--- src/rtl/wb_regfile_pkg.sv ---
// Shared widths and writeback-select encodings for the writeback-stage register file.
package wb_regfile_pkg;

    localparam int DATA_W = 8;
    localparam int NREG   = 8;
    localparam int ADDR_W = $clog2(NREG);
    localparam int CNT_W  = 2;

    typedef enum logic [1:0] {
        WB_SEL_ALU   = 2'b00,
        WB_SEL_MEM   = 2'b01,
        WB_SEL_SHIFT = 2'b10,
        WB_SEL_NONE  = 2'b11
    } wb_sel_t;

endpackage

--- src/rtl/wb_scoreboard.sv ---
// In-flight producer counters per register, with saturation, sticky error flags
// and the RAW stall decision for the two ID source operands.
module wb_scoreboard
    import wb_regfile_pkg::*;
(
    input  logic              clk,
    input  logic              reset,
    input  logic              issue,
    input  logic [ADDR_W-1:0] issue_dest,
    input  logic              dec_en,
    input  logic [ADDR_W-1:0] dec_dest,
    input  logic [ADDR_W-1:0] rs_addr,
    input  logic              rs_used,
    input  logic [ADDR_W-1:0] rt_addr,
    input  logic              rt_used,
    output logic              stall,
    output logic              overflow,
    output logic              underflow
);

    localparam logic [CNT_W-1:0] CNT_MAX = {CNT_W{1'b1}};

    logic [CNT_W-1:0] cnt [NREG];
    logic             inc_en;
    logic             rs_hazard;
    logic             rt_hazard;

    assign inc_en = issue && (issue_dest != '0) && !stall;

    always_ff @(posedge clk) begin
        if (reset) begin
            for (int i = 0; i < NREG; i++) cnt[i] <= '0;
            overflow  <= 1'b0;
            underflow <= 1'b0;
        end else begin
            cnt[0] <= '0;
            for (int i = 1; i < NREG; i++) begin
                // Simultaneous issue and retire on one register cancel out.
                if (inc_en && issue_dest == ADDR_W'(i) &&
                    !(dec_en && dec_dest == ADDR_W'(i))) begin
                    if (cnt[i] == CNT_MAX) overflow <= 1'b1;
                    else                   cnt[i]   <= cnt[i] + 1'b1;
                end else if (dec_en && dec_dest == ADDR_W'(i) &&
                             !(inc_en && issue_dest == ADDR_W'(i))) begin
                    if (cnt[i] == '0) underflow <= 1'b1;
                    else              cnt[i]    <= cnt[i] - 1'b1;
                end
            end
        end
    end

    // A single outstanding producer that is retiring right now is covered by bypass.
    always_comb begin
        rs_hazard = 1'b0;
        rt_hazard = 1'b0;
        if (rs_used && rs_addr != '0)
            rs_hazard = (cnt[rs_addr] > CNT_W'(1)) ||
                        (cnt[rs_addr] == CNT_W'(1) && !(dec_en && dec_dest == rs_addr));
        if (rt_used && rt_addr != '0)
            rt_hazard = (cnt[rt_addr] > CNT_W'(1)) ||
                        (cnt[rt_addr] == CNT_W'(1) && !(dec_en && dec_dest == rt_addr));
    end

    assign stall = rs_hazard || rt_hazard;

endmodule

--- src/rtl/wb_regfile.sv ---
// Writeback-stage register file: writeback mux, 8x8 storage with r0 hardwired
// to zero, two bypassed read ports and the in-flight scoreboard.
module wb_regfile
    import wb_regfile_pkg::*;
(
    input  logic              clk,
    input  logic              reset,
    input  logic [DATA_W-1:0] MEM_WB_mem_out_data,
    input  logic [DATA_W-1:0] MEM_WB_alu_out,
    input  logic [DATA_W-1:0] MEM_WB_shift_out,
    input  logic              MEM_WB_reg_write,
    input  logic [1:0]        MEM_WB_wb_sel,
    input  logic [ADDR_W-1:0] MEM_WB_dest,
    input  logic [ADDR_W-1:0] ID_rs_addr,
    input  logic [ADDR_W-1:0] ID_rt_addr,
    input  logic              ID_rs_used,
    input  logic              ID_rt_used,
    input  logic              ID_issue,
    input  logic [ADDR_W-1:0] ID_issue_dest,
    output logic [DATA_W-1:0] ID_rs_data,
    output logic [DATA_W-1:0] ID_rt_data,
    output logic              ID_stall,
    output logic              WB_write,
    output logic [ADDR_W-1:0] WB_dest,
    output logic [DATA_W-1:0] WB_data,
    output logic              sb_overflow,
    output logic              sb_underflow
);

    logic [DATA_W-1:0] regs [NREG];
    logic              wb_en;
    logic [DATA_W-1:0] wb_data;

    always_comb begin
        wb_data = '0;
        case (wb_sel_t'(MEM_WB_wb_sel))
            WB_SEL_ALU:   wb_data = MEM_WB_alu_out;
            WB_SEL_MEM:   wb_data = MEM_WB_mem_out_data;
            WB_SEL_SHIFT: wb_data = MEM_WB_shift_out;
            default:      wb_data = '0;
        endcase
    end

    assign wb_en = MEM_WB_reg_write && (wb_sel_t'(MEM_WB_wb_sel) != WB_SEL_NONE) &&
                   (MEM_WB_dest != '0);

    assign WB_write = wb_en;
    assign WB_dest  = MEM_WB_dest;
    assign WB_data  = wb_data;

    always_ff @(posedge clk) begin
        if (reset) begin
            for (int i = 0; i < NREG; i++) regs[i] <= '0;
        end else if (wb_en) begin
            regs[MEM_WB_dest] <= wb_data;
        end
    end

    always_comb begin
        ID_rs_data = '0;
        if (ID_rs_addr != '0)
            ID_rs_data = (wb_en && ID_rs_addr == MEM_WB_dest) ? wb_data : regs[ID_rs_addr];
    end

    always_comb begin
        ID_rt_data = '0;
        if (ID_rt_addr != '0)
            ID_rt_data = (wb_en && ID_rt_addr == MEM_WB_dest) ? wb_data : regs[ID_rt_addr];
    end

    wb_scoreboard u_scoreboard (
        .clk        (clk),
        .reset      (reset),
        .issue      (ID_issue),
        .issue_dest (ID_issue_dest),
        .dec_en     (wb_en),
        .dec_dest   (MEM_WB_dest),
        .rs_addr    (ID_rs_addr),
        .rs_used    (ID_rs_used),
        .rt_addr    (ID_rt_addr),
        .rt_used    (ID_rt_used),
        .stall      (ID_stall),
        .overflow   (sb_overflow),
        .underflow  (sb_underflow)
    );

endmodule

--- config.mk ---
export PLATFORM = sky130hd
export DESIGN_NAME = wb_regfile
export DESIGN_NICKNAME = d
export VERILOG_FILES = /design/src/rtl/wb_regfile_pkg.sv /design/src/rtl/wb_scoreboard.sv /design/src/rtl/wb_regfile.sv
export SDC_FILE = /design/constraint.sdc
export NUM_CORES = 1
export LEC_CHECK = 0
export CORE_UTILIZATION = 40
export CTS_CLUSTER_DIAMETER = 80
export CTS_CLUSTER_SIZE = 25
export DETAILED_ROUTE_END_ITERATION = 8
export GPL_ROUTABILITY_DRIVEN = 0
export GPL_TIMING_DRIVEN = 0
export SLEW_MARGIN = 25
export SYNTH_ARGS = -nofsm -noshare
export SYNTH_HDL_FRONTEND = slang
export SYNTH_SLANG_ARGS = --single-unit
--- constraint.sdc ---
create_clock -name clk -period 3.5 [get_ports clk]
set_input_delay 0.7 -clock clk [delete_from_list [all_inputs] [get_ports clk]]
set_output_delay 0.7 -clock clk [all_outputs]
set_load 0.02 [all_outputs]
---- After elaboration in Yosys (flattened, before gate mapping) ----
Memories as Yosys holds them, arrays and structs flattened.
Index checks and enable logic that the tools add are counted.
storage, ports and cells
  memories kept ........................... 2
  bits in registers ....................... 2
  memory bits (writable) .................. 80
  output and inout port bits .............. 31
  logic and storage cells ................. 269
cells by class
  magnitude comparators ................... 2
  reductions and logical operators ........ 73
  $add $sub $neg .......................... 14
  equal/unequal tests ..................... 30
  bitwise operators ....................... 15
  multiplexer cells ....................... 131
memories
  memory            words  width  rd ports  clocked after Yosys merged registers in  wr ports  line                 RTL
  regs              8      8      2         0                                        8         wb_regfile.sv:30     logic [DATA_W-1:0] regs [NREG];
  u_scoreboard.cnt  8      2      9         0                                        8         wb_scoreboard.sv:23  logic [CNT_W-1:0] cnt [NREG];
operator list
  kind                                                                              count
  1-bit 2-to-1 mux                                                                  109
  1-bit logical AND                                                                 40
  8-bit 2-to-1 mux                                                                  5
  2-bit 2-to-1 mux                                                                  15
  3-bit equality test (second input constant)                                       8
  8-bit case mux with 3 select lines                                                1
  1-bit zero test                                                                   17
  2-bit equality test (second input constant)                                       8
  2-bit zero test                                                                   8
  1-bit OR                                                                          15
  2-bit by 1-bit adder with 2-bit output (second input constant)                    7
  2-bit by 1-bit subtractor with 2-bit output (second input constant)               7
  3-bit by 2-bit equality test with 1-bit output (second input constant)            4
  3-bit equality test                                                               4
  3-bit nonzero test                                                                4
  8-bit OR reduction                                                                1
  2-bit by 1-bit equality test with 1-bit output (second input constant)            3
  3-bit by 1-bit equality test with 1-bit output (second input constant)            2
  2-bit by 1-bit greater-than comparator with 1-bit output (second input constant)  2
  1-bit logical OR                                                                  3
  3-bit 2-to-1 mux                                                                  1
  2-bit != test (second input constant)                                             1

---- Longest topological paths before layout ----
  depth after elaboration ................. 35
  gate-level depth with buffers ........... 12

---- Hierarchy ----
Synthesis repeated with hierarchy kept, for this count alone.
unflattened totals
  cells, all modules ...................... 506
  area total of the unflattened synthesis .. 5664.2 um2
modules (own cells, without submodules)
  module         times used  sequential area each (um2)  area each (um2)  cells each
  wb_regfile     1           1921.8                      3950.0           292
  wb_scoreboard  1           460.4                       1714.1           214

---- Worst setup path before layout ----
Ideal clock, no wire load.
  path kind ............................... input-to-output
  start point ............................. input MEM_WB_wb_sel[0]
  end point ............................... output ID_rs_data[5]
  buffers on the path ..................... 2
  stages .................................. 7
  setup slack ............................. 401 ps
  data arrival time ....................... 2399 ps
  cells stage by stage .................... clkbuf_1 -> a21boi_1 -> o31a_2 -> nand2_1 -> clkbuf_1 -> nor2_1 -> a211oi_1
between the ends
  cells in the longest elaborated chain, start to end .. 6
ends and longest elaborated chain
  what                             line              RTL
  from (decl)                      wb_regfile.sv:12  input logic [1:0] MEM_WB_wb_sel,
  2-bit != test                    wb_regfile.sv:44  assign wb_en = MEM_WB_reg_write && (wb_sel_t'(MEM_WB_wb_sel) != WB_SEL_NONE) &&
  1-bit logical AND (2 in series)  wb_regfile.sv:44
  net WB_write                     wb_regfile.sv:23  output logic WB_write,
  1-bit logical AND                wb_regfile.sv:62  ID_rs_data = (wb_en && ID_rs_addr == MEM_WB_dest) ? wb_data : regs[ID_rs_addr];
  8-bit 2-to-1 mux                 wb_regfile.sv:62
  8-bit 2-to-1 mux                 wb_regfile.sv:61  if (ID_rs_addr != '0)
  to (decl)                        wb_regfile.sv:20  output logic [DATA_W-1:0] ID_rs_data,
The timed path passes the listed nets, and every way through them passes these cells.

---- Worst setup path after layout ----
  start point ............................. input MEM_WB_reg_write
  end point ............................... output ID_rt_data[6]
between the ends
  cells in the longest elaborated chain, start to end .. 5
ends and longest elaborated chain
  what                             line              RTL
  from (decl)                      wb_regfile.sv:11  input logic MEM_WB_reg_write,
  1-bit logical AND (2 in series)  wb_regfile.sv:44
  1-bit logical AND                wb_regfile.sv:68  ID_rt_data = (wb_en && ID_rt_addr == MEM_WB_dest) ? wb_data : regs[ID_rt_addr];
  8-bit 2-to-1 mux                 wb_regfile.sv:68
  8-bit 2-to-1 mux                 wb_regfile.sv:67  if (ID_rt_addr != '0)
  to (decl)                        wb_regfile.sv:21  output logic [DATA_W-1:0] ID_rt_data,
Every way passes these cells.

==> flow_metrics.py <==
metrics = {
    "detailed_routing": {
        "wl_per_cell_um": 19.5,
        "drt_first_pass_iters": 5,
        "routed_via_density": 5.72,
        "drtAntennaViolNets": 0,
        "drtIter0Drc": 313,
        "dr_total_vias": 4332,
        "drc": 0,
        "drt-total-wl_mm": 14.7,
    },
    "global_route": {
        "antenna_found_initial": 0,
        "grt_usage_pct": 22.1,
        "globalRoute.totalOverflow": 0,
        "grt_pass1_vias": 4308,
        "grt_max_degree": 15,
        "grt_first_pass_wirelength_mm": 23.3,
    },
    "place": {
        "io_buffers": 65,
        "dpl.hpwl_mm": 11.2,
        "postPlaceCellArea_um2": 6280,
    },
    "clock_tree": {
        "clk_path_buf_depth": 2,
        "clk_latency_ps": 340,
        "cts_buffers": 9,
        "h-tree-depth": 3,
        "root_buffer": "clkbuf_16",
        "numClockSinks": 80,
        "cts_hold_buf": 0,
        "clk_pin_slew_ps": 70,
        "cts_tree": "yes",
    },
    "finish": {
        "n_antenna_cell": 0,
        "final-seq-area_um2": 2380,
        "fillers": 1188,
        "final_area_um2": 6690,
        "layout.nets": 624,
        "multi_input_area_um2": 2840,
        "drive_gt1_share_pct": 21.0,
        "areaGrowthSynthToFinish_pct": 24.4,
    },
    "job": {
        "max_cap_violations": 0,
    },
    "worst_setup_path": {
        "critical_path_class": "in -> out",
        "worstPathMaxFanout": 10,
        "crit_slowest_cell": "clkdlybuf4s50_1",
        "path_buf_inv": 3,
        "cpLargestDelayFamily": "buffers and inverters",
        "required_ps": 2800,
        "end_kind": "output pin",
        "path_cells": "clkdlybuf4s50_1 -> a21boi_2 -> o31a_4 -> nand2_2 -> clkbuf_4 -> a211oi_1 -> dlygate4sd2_1",
        "critical-path-max-stage-delay_ps": 450,
        "crit_arrival_ps": 2740,
        "startpoint_type": "primary input",
    },
    "pwr": {
        "p_leak_nw": 2.47,
        "p_clk_share_pct": 35.0,
        "internal-power_w": 0.00194,
        "combPwrFrac_pct": 22.1,
        "power.density_nw_per_um2": 405,
        "switchingPower_w": 0.000763,
        "p_seq_share_pct": 42.8,
        "sw_frac_of_total_pct": 28.2,
        "ir_drop_v": 0.000249,
    },
    "timing": {
        "fin_crit_ps": 3440,
        "setup_viol": 0,
        "max_freq_mhz": 291,
        "tightest_slew_ps": 793,
        "hold_viol_final": 0,
        "relSlewSlack_pct": 46.8,
        "whs_ps": 533,
        "skew_ps": 9.09,
        "rsz0062_at_grt": "yes",
        "finalCritPeriodShare_pct": 98.2,
        "tns_ps": 0,
        "slew_viol_final": 0,
    },
    "synth": {
        "synth_flop_cell": "edfxtp_1",
        "synth_area_um2": 5380,
        "synth_seq_cells": 80,
        "yosysSeqAreaShare_pct": 44.3,
        "synth_enable_flop_cells": 78,
        "ys_warn_count": 0,
        "avgSynthCellArea_um2": 11.0,
        "postSynthCellCount": 491,
        "ys_async_sr_fraction_pct": 0,
        "synthDistinctLibCells": 57,
    },
    "min_path": {
        "hold_path.class": "reg -> reg",
    },
    "floorplanning": {
        "die_x_um": 118,
        "placementRows": 42,
        "io_pins": 75,
        "die_h_um": 118,
        "die-area_um2": 13900,
        "fp.coreArea_um2": 13200,
        "initial_core_util_pct": 40.8,
    },
    "run_status": {
        "outcome": "finished, final reports clean",
    },
}
cell usage in the layout (no fill, tap or decap), types with 6 or more instances in the layout:
cell type	instances
buf_6	7
nand2_1	23
nor2_1	110
clkdlybuf4s15_2	7
dlygate4sd2_1	8
xor2_1	7
clkbuf_1	12
buf_4	10
buf_2	8
nand2b_1	12
nor2b_1	10
conb_1	8
nand3_1	9
a21oi_1	11
clkdlybuf4s50_1	45
a211oi_1	14
clkbuf_16	9
inv_1	13
edfxtp_1	78
nand4_1	6
mux4_2	35
nor3b_1	7
mux2i_1	32
layout make-up:
cell class | count | share of cell area, %
clock inverters | 6 | 1.03
well taps | 176 | 3.29
multi-input cells | 367 | 42.5
repair buffers | 69 | 10.0
inverters | 14 | 0.785
clock buffers | 9 | 3.37
plain buffers | 37 | 3.48
flip-flops and latches | 80 | 35.6
tightest hold or removal path: cells and delay by family (launching register included):
kind / cells / cell delay [ps]
compound gates: 2 / 160
flops: 1 / 340
metal layers:
metal  vias to the layer above  routed length (um)  track usage [%]  share of wire (%)
li1                       1998                   -                -                  -
met1                      2162                6430             29.3                 44
met2                       146                7140             36.1                 48
met3                        26                 873             3.92                5.9
met4                         0                 302             8.01                2.0
met5                         -                   0                0                  0
cell families after synthesis:
| logic type | synth area share [%] |
|---|---|
| buffers and inverters | 4.72 |
| adder cells (fa/ha/maj) | 0.465 |
| other | 0.0697 |
| flip-flops | 44.3 |
| AO/OA/AOI/OAI | 8.65 |
| AND/OR/NAND/NOR | 19.0 |
| XOR/XNOR | 1.14 |
| multiplexers | 21.7 |
power groups by stage:
stage | clock, W | sequential [W] | combinational (W)
after floorplan | 0 | 0.00116 | 0.000375
after global placement | 0 | 0.00117 | 0.000587
after detailed placement | 0 | 0.00118 | 0.000595
after CTS | 0.000950 | 0.00116 | 0.000595
after global routing | 0.000983 | 0.00117 | 0.000642
final | 0.000949 | 0.00116 | 0.000600
cell usage after synthesis (all sizes together) (2+ instances only):
| cell | number | share of area, % |
|---|---|---|
| or2 | 6 | 0.70 |
| o22ai | 2 | 0.23 |
| edfxtp | 78 | 44 |
| nand2b | 12 | 1.4 |
| o21ai | 6 | 0.70 |
| nand3b | 5 | 0.70 |
| dfxtp | 2 | 0.74 |
| nand2 | 25 | 1.7 |
| a22oi | 3 | 0.42 |
| ha | 2 | 0.47 |
| a31oi | 4 | 0.47 |
| nor3 | 9 | 1.1 |
| and3 | 2 | 0.23 |
| nor2b | 10 | 1.2 |
| or3 | 3 | 0.35 |
| inv | 14 | 0.98 |
| nor2 | 110 | 7.7 |
| nand4 | 7 | 1.1 |
| xor2 | 7 | 1.1 |
| a21oi | 16 | 1.5 |
| a211oi | 19 | 2.7 |
| mux4 | 35 | 15 |
| a41oi | 2 | 0.33 |
| mux2 | 5 | 1.1 |
| clkbuf | 17 | 1.2 |
| a211o | 2 | 0.33 |
| nand3 | 9 | 0.84 |
| buf | 20 | 2.6 |
| nor3b | 7 | 0.98 |
| and2 | 4 | 0.47 |
| mux2i | 32 | 6.0 |
registers in the layout (all words and copies together), names as in the netlist:
name,cells
u_scoreboard.overflow,1
u_scoreboard.underflow,1
regs,64
u_scoreboard.cnt,14
final timing paths:
check / endpoint / depth (start not counted) / start / slack (ps)
worst max-delay path: ID_rt_data[6] / 7 / MEM_WB_reg_write / 60
worst min-delay path: u_scoreboard.overflow / 2 / u_scoreboard.overflow / 530
worst max register to register: u_scoreboard.cnt[4][1] / 9 / u_scoreboard.cnt[2][0] / 810
worst min register to register: u_scoreboard.overflow / 2 / u_scoreboard.overflow / 530
through the flow:
stage / std cells / setup slack [ps] / util (%) / total power [W]
after floorplan: 498 / 401 / - / 0.00154
after global placement: 739 / -766 / 47.6 / 0.00176
after detailed placement: 739 / -848 / 47.6 / 0.00177
after CTS: 756 / 1.20 / 50.4 / 0.00270
after global routing: 758 / -86.9 / 50.7 / 0.00279
final: 758 / 61.4 / 50.7 / 0.00271
repair_timing:
action,CTS,global route
gates cloned,0,0
setup endpoints to repair,17,25
pin swaps,2,2
buffers inserted,2,2
resized for setup,67,17
Note: power is estimated with default switching activity, not from simulation.
